**config.mk**
```make
export PLATFORM = sky130hd
export DESIGN_NAME = match_sequencer
export DESIGN_NICKNAME = d
export VERILOG_FILES = /design/src/rtl/match_sequencer.sv
export SDC_FILE = /design/constraint.sdc
export NUM_CORES = 1
export LEC_CHECK = 0
export ABC_AREA = 1
export CAP_MARGIN = 20
export CORE_ASPECT_RATIO = 1.2
export CORE_MARGIN = 3
export CORE_UTILIZATION = 35
export DETAILED_ROUTE_END_ITERATION = 10
export GPL_ROUTABILITY_DRIVEN = 0
export RECOVER_POWER = 100
export SYNTH_ARGS = -nofsm -noshare
export SYNTH_HDL_FRONTEND = slang
export SYNTH_SLANG_ARGS = --single-unit
```
**constraint.sdc**
```tcl
create_clock -name clk -period 1.95 [get_ports clk]
set_input_delay 0.39 -clock clk [delete_from_list [all_inputs] [get_ports clk]]
set_output_delay 0.39 -clock clk [all_outputs]
set_load 0.03 [all_outputs]
```
**src/rtl/match_sequencer.sv**
```systemverilog
`timescale 1ns/1ps
// Round-robin buy/sell arbiter feeding a best-bid/best-ask book, sequencing the compare, match and cooldown phases.
// Optional build macro MSEQ_SENTINEL_REJECT_EN: sentinel-priced orders are acked but never reach the book.
module match_sequencer #(
    parameter int PRICE_W     = 8,
    parameter int CNT_W       = 16,
    parameter int HOLD_CYCLES = 2
) (
    input  logic               clk,
    input  logic               reset,
    input  logic               buy_req,
    input  logic [PRICE_W-1:0] buy_price,
    input  logic               sell_req,
    input  logic [PRICE_W-1:0] sell_price,
    output logic               buy_ack,
    output logic               sell_ack,
    output logic [PRICE_W-1:0] best_bid,
    output logic [PRICE_W-1:0] best_ask,
    output logic               match_signal,
    output logic [PRICE_W-1:0] match_price,
    output logic               enable_count,
    output logic [CNT_W-1:0]   match_count,
`ifdef MSEQ_SENTINEL_REJECT_EN
    output logic               reject_pulse,
`endif
    output logic               busy
);

    typedef enum logic [2:0] {IDLE, GRANT, CHECK, MATCH, HOLD} state_t;

    localparam logic [PRICE_W-1:0] BID_EMPTY = '0;
    localparam logic [PRICE_W-1:0] ASK_EMPTY = '1;
    localparam logic [CNT_W-1:0]   CNT_MAX   = '1;
    localparam logic [7:0]         HOLD_LOAD = 8'(HOLD_CYCLES - 1);

    state_t             state_q, state_d;
    logic               grant_buy_q, grant_buy_d;
    logic               last_buy_q, last_buy_d;
    logic [PRICE_W-1:0] price_q, price_d;
    logic [PRICE_W-1:0] bid_q, bid_d;
    logic [PRICE_W-1:0] ask_q, ask_d;
    logic [PRICE_W-1:0] mprice_q, mprice_d;
    logic [CNT_W-1:0]   count_q, count_d;
    logic               buy_ack_q, buy_ack_d;
    logic               sell_ack_q, sell_ack_d;
    logic               match_q, match_d;
    logic [7:0]         hold_q, hold_d;
    logic               take_buy;
    logic               crossed;
`ifdef MSEQ_SENTINEL_REJECT_EN
    logic               rej_q, rej_d;
`endif

    always_comb begin
        state_d     = state_q;
        grant_buy_d = grant_buy_q;
        last_buy_d  = last_buy_q;
        price_d     = price_q;
        bid_d       = bid_q;
        ask_d       = ask_q;
        mprice_d    = mprice_q;
        count_d     = count_q;
        hold_d      = hold_q;
        buy_ack_d   = 1'b0;
        sell_ack_d  = 1'b0;
        match_d     = 1'b0;
`ifdef MSEQ_SENTINEL_REJECT_EN
        rej_d       = 1'b0;
`endif
        // On a simultaneous request the side that did not win last time goes first.
        take_buy = buy_req && (!sell_req || !last_buy_q);
        crossed  = (bid_q != BID_EMPTY) && (ask_q != ASK_EMPTY) && (bid_q >= ask_q);

        case (state_q)
            IDLE: begin
                if (buy_req || sell_req) begin
                    grant_buy_d = take_buy;
                    last_buy_d  = take_buy;
                    price_d     = take_buy ? buy_price : sell_price;
                    buy_ack_d   = take_buy;
                    sell_ack_d  = !take_buy;
                    state_d     = GRANT;
`ifdef MSEQ_SENTINEL_REJECT_EN
                    rej_d       = take_buy ? (buy_price == BID_EMPTY) : (sell_price == ASK_EMPTY);
`endif
                end
            end
            GRANT: begin
                state_d = CHECK;
                if (grant_buy_q) begin
                    if (price_q > bid_q) bid_d = price_q;
                end else if (price_q < ask_q) begin
                    ask_d = price_q;
                end
`ifdef MSEQ_SENTINEL_REJECT_EN
                if (rej_q) begin
                    state_d = IDLE;
                    bid_d   = bid_q;
                    ask_d   = ask_q;
                end
`endif
            end
            CHECK: begin
                if (crossed) begin
                    state_d  = MATCH;
                    match_d  = 1'b1;
                    mprice_d = ask_q;
                    if (count_q != CNT_MAX) count_d = count_q + CNT_W'(1);
                end else begin
                    state_d = IDLE;
                end
            end
            MATCH: begin
                bid_d   = BID_EMPTY;
                ask_d   = ASK_EMPTY;
                hold_d  = HOLD_LOAD;
                state_d = HOLD;
            end
            HOLD: begin
                if (hold_q == 8'd0) state_d = IDLE;
                else                hold_d  = hold_q - 8'd1;
            end
            default: state_d = IDLE;
        endcase
    end

    always_ff @(posedge clk or posedge reset) begin
        if (reset) begin
            state_q     <= IDLE;
            grant_buy_q <= 1'b0;
            last_buy_q  <= 1'b0;
            price_q     <= '0;
            bid_q       <= BID_EMPTY;
            ask_q       <= ASK_EMPTY;
            mprice_q    <= '0;
            count_q     <= '0;
            hold_q      <= '0;
            buy_ack_q   <= 1'b0;
            sell_ack_q  <= 1'b0;
            match_q     <= 1'b0;
`ifdef MSEQ_SENTINEL_REJECT_EN
            rej_q       <= 1'b0;
`endif
        end else begin
            state_q     <= state_d;
            grant_buy_q <= grant_buy_d;
            last_buy_q  <= last_buy_d;
            price_q     <= price_d;
            bid_q       <= bid_d;
            ask_q       <= ask_d;
            mprice_q    <= mprice_d;
            count_q     <= count_d;
            hold_q      <= hold_d;
            buy_ack_q   <= buy_ack_d;
            sell_ack_q  <= sell_ack_d;
            match_q     <= match_d;
`ifdef MSEQ_SENTINEL_REJECT_EN
            rej_q       <= rej_d;
`endif
        end
    end

    assign buy_ack      = buy_ack_q;
    assign sell_ack     = sell_ack_q;
    assign best_bid     = bid_q;
    assign best_ask     = ask_q;
    assign match_signal = match_q;
    assign match_price  = mprice_q;
    assign match_count  = count_q;
    assign enable_count = (bid_q != BID_EMPTY) && (ask_q != ASK_EMPTY);
    assign busy         = (state_q != IDLE);
`ifdef MSEQ_SENTINEL_REJECT_EN
    assign reject_pulse = rej_q;
`endif

endmodule

```
==> impl_metrics.tcl <==
set metrics [dict create \
    layout_common_cells "nand2_1 (139), inv_1 (55), dfrtp_1 (55), nor2_1 (45), clkdlybuf4s50_1 (40)" \
    final_common_cell "nand2_1" \
    cp-end-kind "output pin" \
    combPwrFrac 0.533 \
    start_kind "flip-flop" \
    viasPerCell 4.90 \
    die_w_um 101 \
    track_usage 0.159 \
    multi_input_area_um2 2060 \
    ioPinCount 65 \
    placed_area_um2 4780 \
    finalCritPeriodShare 0.968 \
    timing.final.crit_period_ps 1890 \
    cts_buffers 9 \
    ys_async_sr_fraction 1.00 \
    status "complete, no violations" \
    p_int_mw 4.40 \
    htree_levels 3 \
    worstSetupPathType "flip-flop to output pin" \
    synth_flop_cell "dfrtp_1" \
    final_core_util 0.492 \
    synth-edff-count 0 \
    placementRows 41 \
    cts_buffer_depth 2 \
    drc 0 \
    clockRootBuffer "clkbuf_16" \
    leakage_nw 2.55 \
    drv_slew 0 \
    setup-violations-final 0 \
    layout.area.seq_um2 1590 \
    first_pass_iters 6 \
    start_util 0.359 \
    seq_power_share 0.266 \
    vdd_ir_drop_max_uv 763 \
    holdWs_ps 482 \
    grt_setup_unrepaired "yes" \
    dp_cells 707 \
    diodes 0 \
    synth_cells 496 \
    place_ws_ps -51.3 \
    crit_buf_inv 1 \
    p_clk_frac 0.201 \
    synth.net_count 542 \
    crit_fanout 6 \
    grt_remaining_overflow 0 \
    syn_to_final_growth_pct 36.8 \
    design.die.area_um2 12100 \
    achievable-frequency_mhz 530 \
    seq_area_frac_synth 0.418 \
    cp.required_ps 1560 \
    drtAntennaViolNets 0 \
    drt_iter0_drc 106 \
    worstPathArrival_ps 1500 \
    crit_family "buffers and inverters" \
    synth.distinct_cells 33 \
    die_h_um 120 \
    clk_latency_ps 330 \
    p_total_mw 7.91 \
    slowest_stage "clkdlybuf4s50_1" \
    wl_per_cell_um 13.0 \
    ys_seq_elements 63 \
    powerDensity_nw_per_um2 1520 \
    first_global_vias 3360 \
    finClkSkew_ps 7.12 \
    hold_viol 0 \
    synth_area_um2 3800 \
    hold_class "flip-flop to flip-flop" \
    cts_sinks 63 \
    antenna_found_initial 0 \
    stdcell_count 725 \
    routed_wl_um 9450 \
    coreArea_um2 10600 \
    tns_ps 0 \
    drive_gt1_frac 0.148 \
    ys_warn_count 0 \
    netSwitchingPower_mw 3.50 \
    grt_pass1_wl_um 15400 \
    finalInstanceArea_um2 5190 \
    worstMarginPinSlew_ps 838 \
    grt_max_degree 64 \
    slowest_delay_ps 710 \
    dp_hpwl_um 7020 \
    cts_tree "built" \
    synth.avg_cell_area_um2 7.66 \
    route.vias.total 3549 \
    nNetsFinal 637 \
    slew_headroom 0.442 \
    p_sw_frac 0.443 \
    maxCapViolations 0 \
    port_buffers 64 \
    fillCellCount 1030 \
    clk_pin_slew_worst_paths_ps 50 \
    fin_ws_ps 63.1 \
    crit_chain "clkdlybuf4s50_1" \
]
[power groups by stage]
stage                     combinational, mW  clock [mW]  sequential, mW
after global routing                   4.77        1.68            2.17
final                                  4.21        1.59            2.11
after detailed placement               4.04           0            2.12
after floorplan                        2.06           0            2.58
after global placement                 3.94           0            2.09
after CTS                              3.99        1.62            2.10
[layer usage]
| metal | share of wire | global-route usage | wire length [um] |
|---|---|---|---|
| met5 | 0 | 0 | 0 |
| met4 | 0.014 | 0.0657 | 128 |
| met3 | 0.040 | 0.0343 | 376 |
| met2 | 0.50 | 0.259 | 4680 |
| met1 | 0.45 | 0.203 | 4260 |
[path summary, 6_finish.rpt]
check / from / to / slack, ps / cells after the start
min in group asynchronous: reset / match_count[6] / 790 / 3
max in group asynchronous: reset / price_q[5] / 630 / 3
worst min-delay path: match_price[4] / match_price[4] / 480 / 2
worst max-delay path: match_count[11] / match_count[11] / 60 / 1
worst max register to register: best_ask[3] / match_count[10] / 70 / 12
worst min register to register: match_price[4] / match_price[4] / 480 / 2
[cell usage after synthesis, types with 5 or more instances]
| cell type | n | share of area |
|---|---|---|
| inv_1 | 60 | 0.059 |
| buf_2 | 5 | 0.0066 |
| a21oi_1 | 8 | 0.011 |
| xor2_1 | 5 | 0.012 |
| dfrtp_1 | 55 | 0.36 |
| clkbuf_1 | 5 | 0.0049 |
| nor2_1 | 47 | 0.046 |
| o22ai_1 | 8 | 0.013 |
| nand3_1 | 33 | 0.043 |
| ha_1 | 26 | 0.086 |
| nand4_1 | 34 | 0.056 |
| o21ai_0 | 27 | 0.036 |
| dfstp_2 | 8 | 0.055 |
| nand2_1 | 148 | 0.15 |
[flip-flops by register name, indices dropped and copies added (netlist names)]
| signal | count |
|---|---|
| match_signal | 1 |
| best_bid | 8 |
| buy_ack | 1 |
| state_q | 3 |
| sell_ack | 1 |
| match_price | 8 |
| last_buy_q | 1 |
| hold_q | 8 |
| best_ask | 8 |
| match_count | 16 |
| price_q | 8 |
[cell families (layout without fill, tap and decap cells)]
kind of cell,Yosys count,in the layout,share of synthesized area
XOR/XNOR,9,9,0.0207
AND/OR/NAND/NOR,276,277,0.328
adder cells (fa/ha/maj),26,26,0.0856
AO/OA/AOI/OAI,50,50,0.0735
buffers and inverters,72,171,0.0748
flip-flops,63,63,0.418
[final cells by class]
type | count | share of cell area
Clock buffer | 10 | 0.0460
Clock inverter | 6 | 0.0116
Inverter | 61 | 0.0446
Multi-Input combinational cell | 362 | 0.397
Sequential cell | 63 | 0.305
Tap cell | 129 | 0.0311
Timing Repair Buffer | 94 | 0.164
[repair_timing]
item,4_1_cts,5_1_grt
hold buffers,0,0
hold endpoints to repair,0,0
setup endpoints to repair,10,35
setup buffers,0,1
pin swaps,0,11
gates resized for setup,13,36
cloned,0,1
Power figures use the tool's default switching activity.
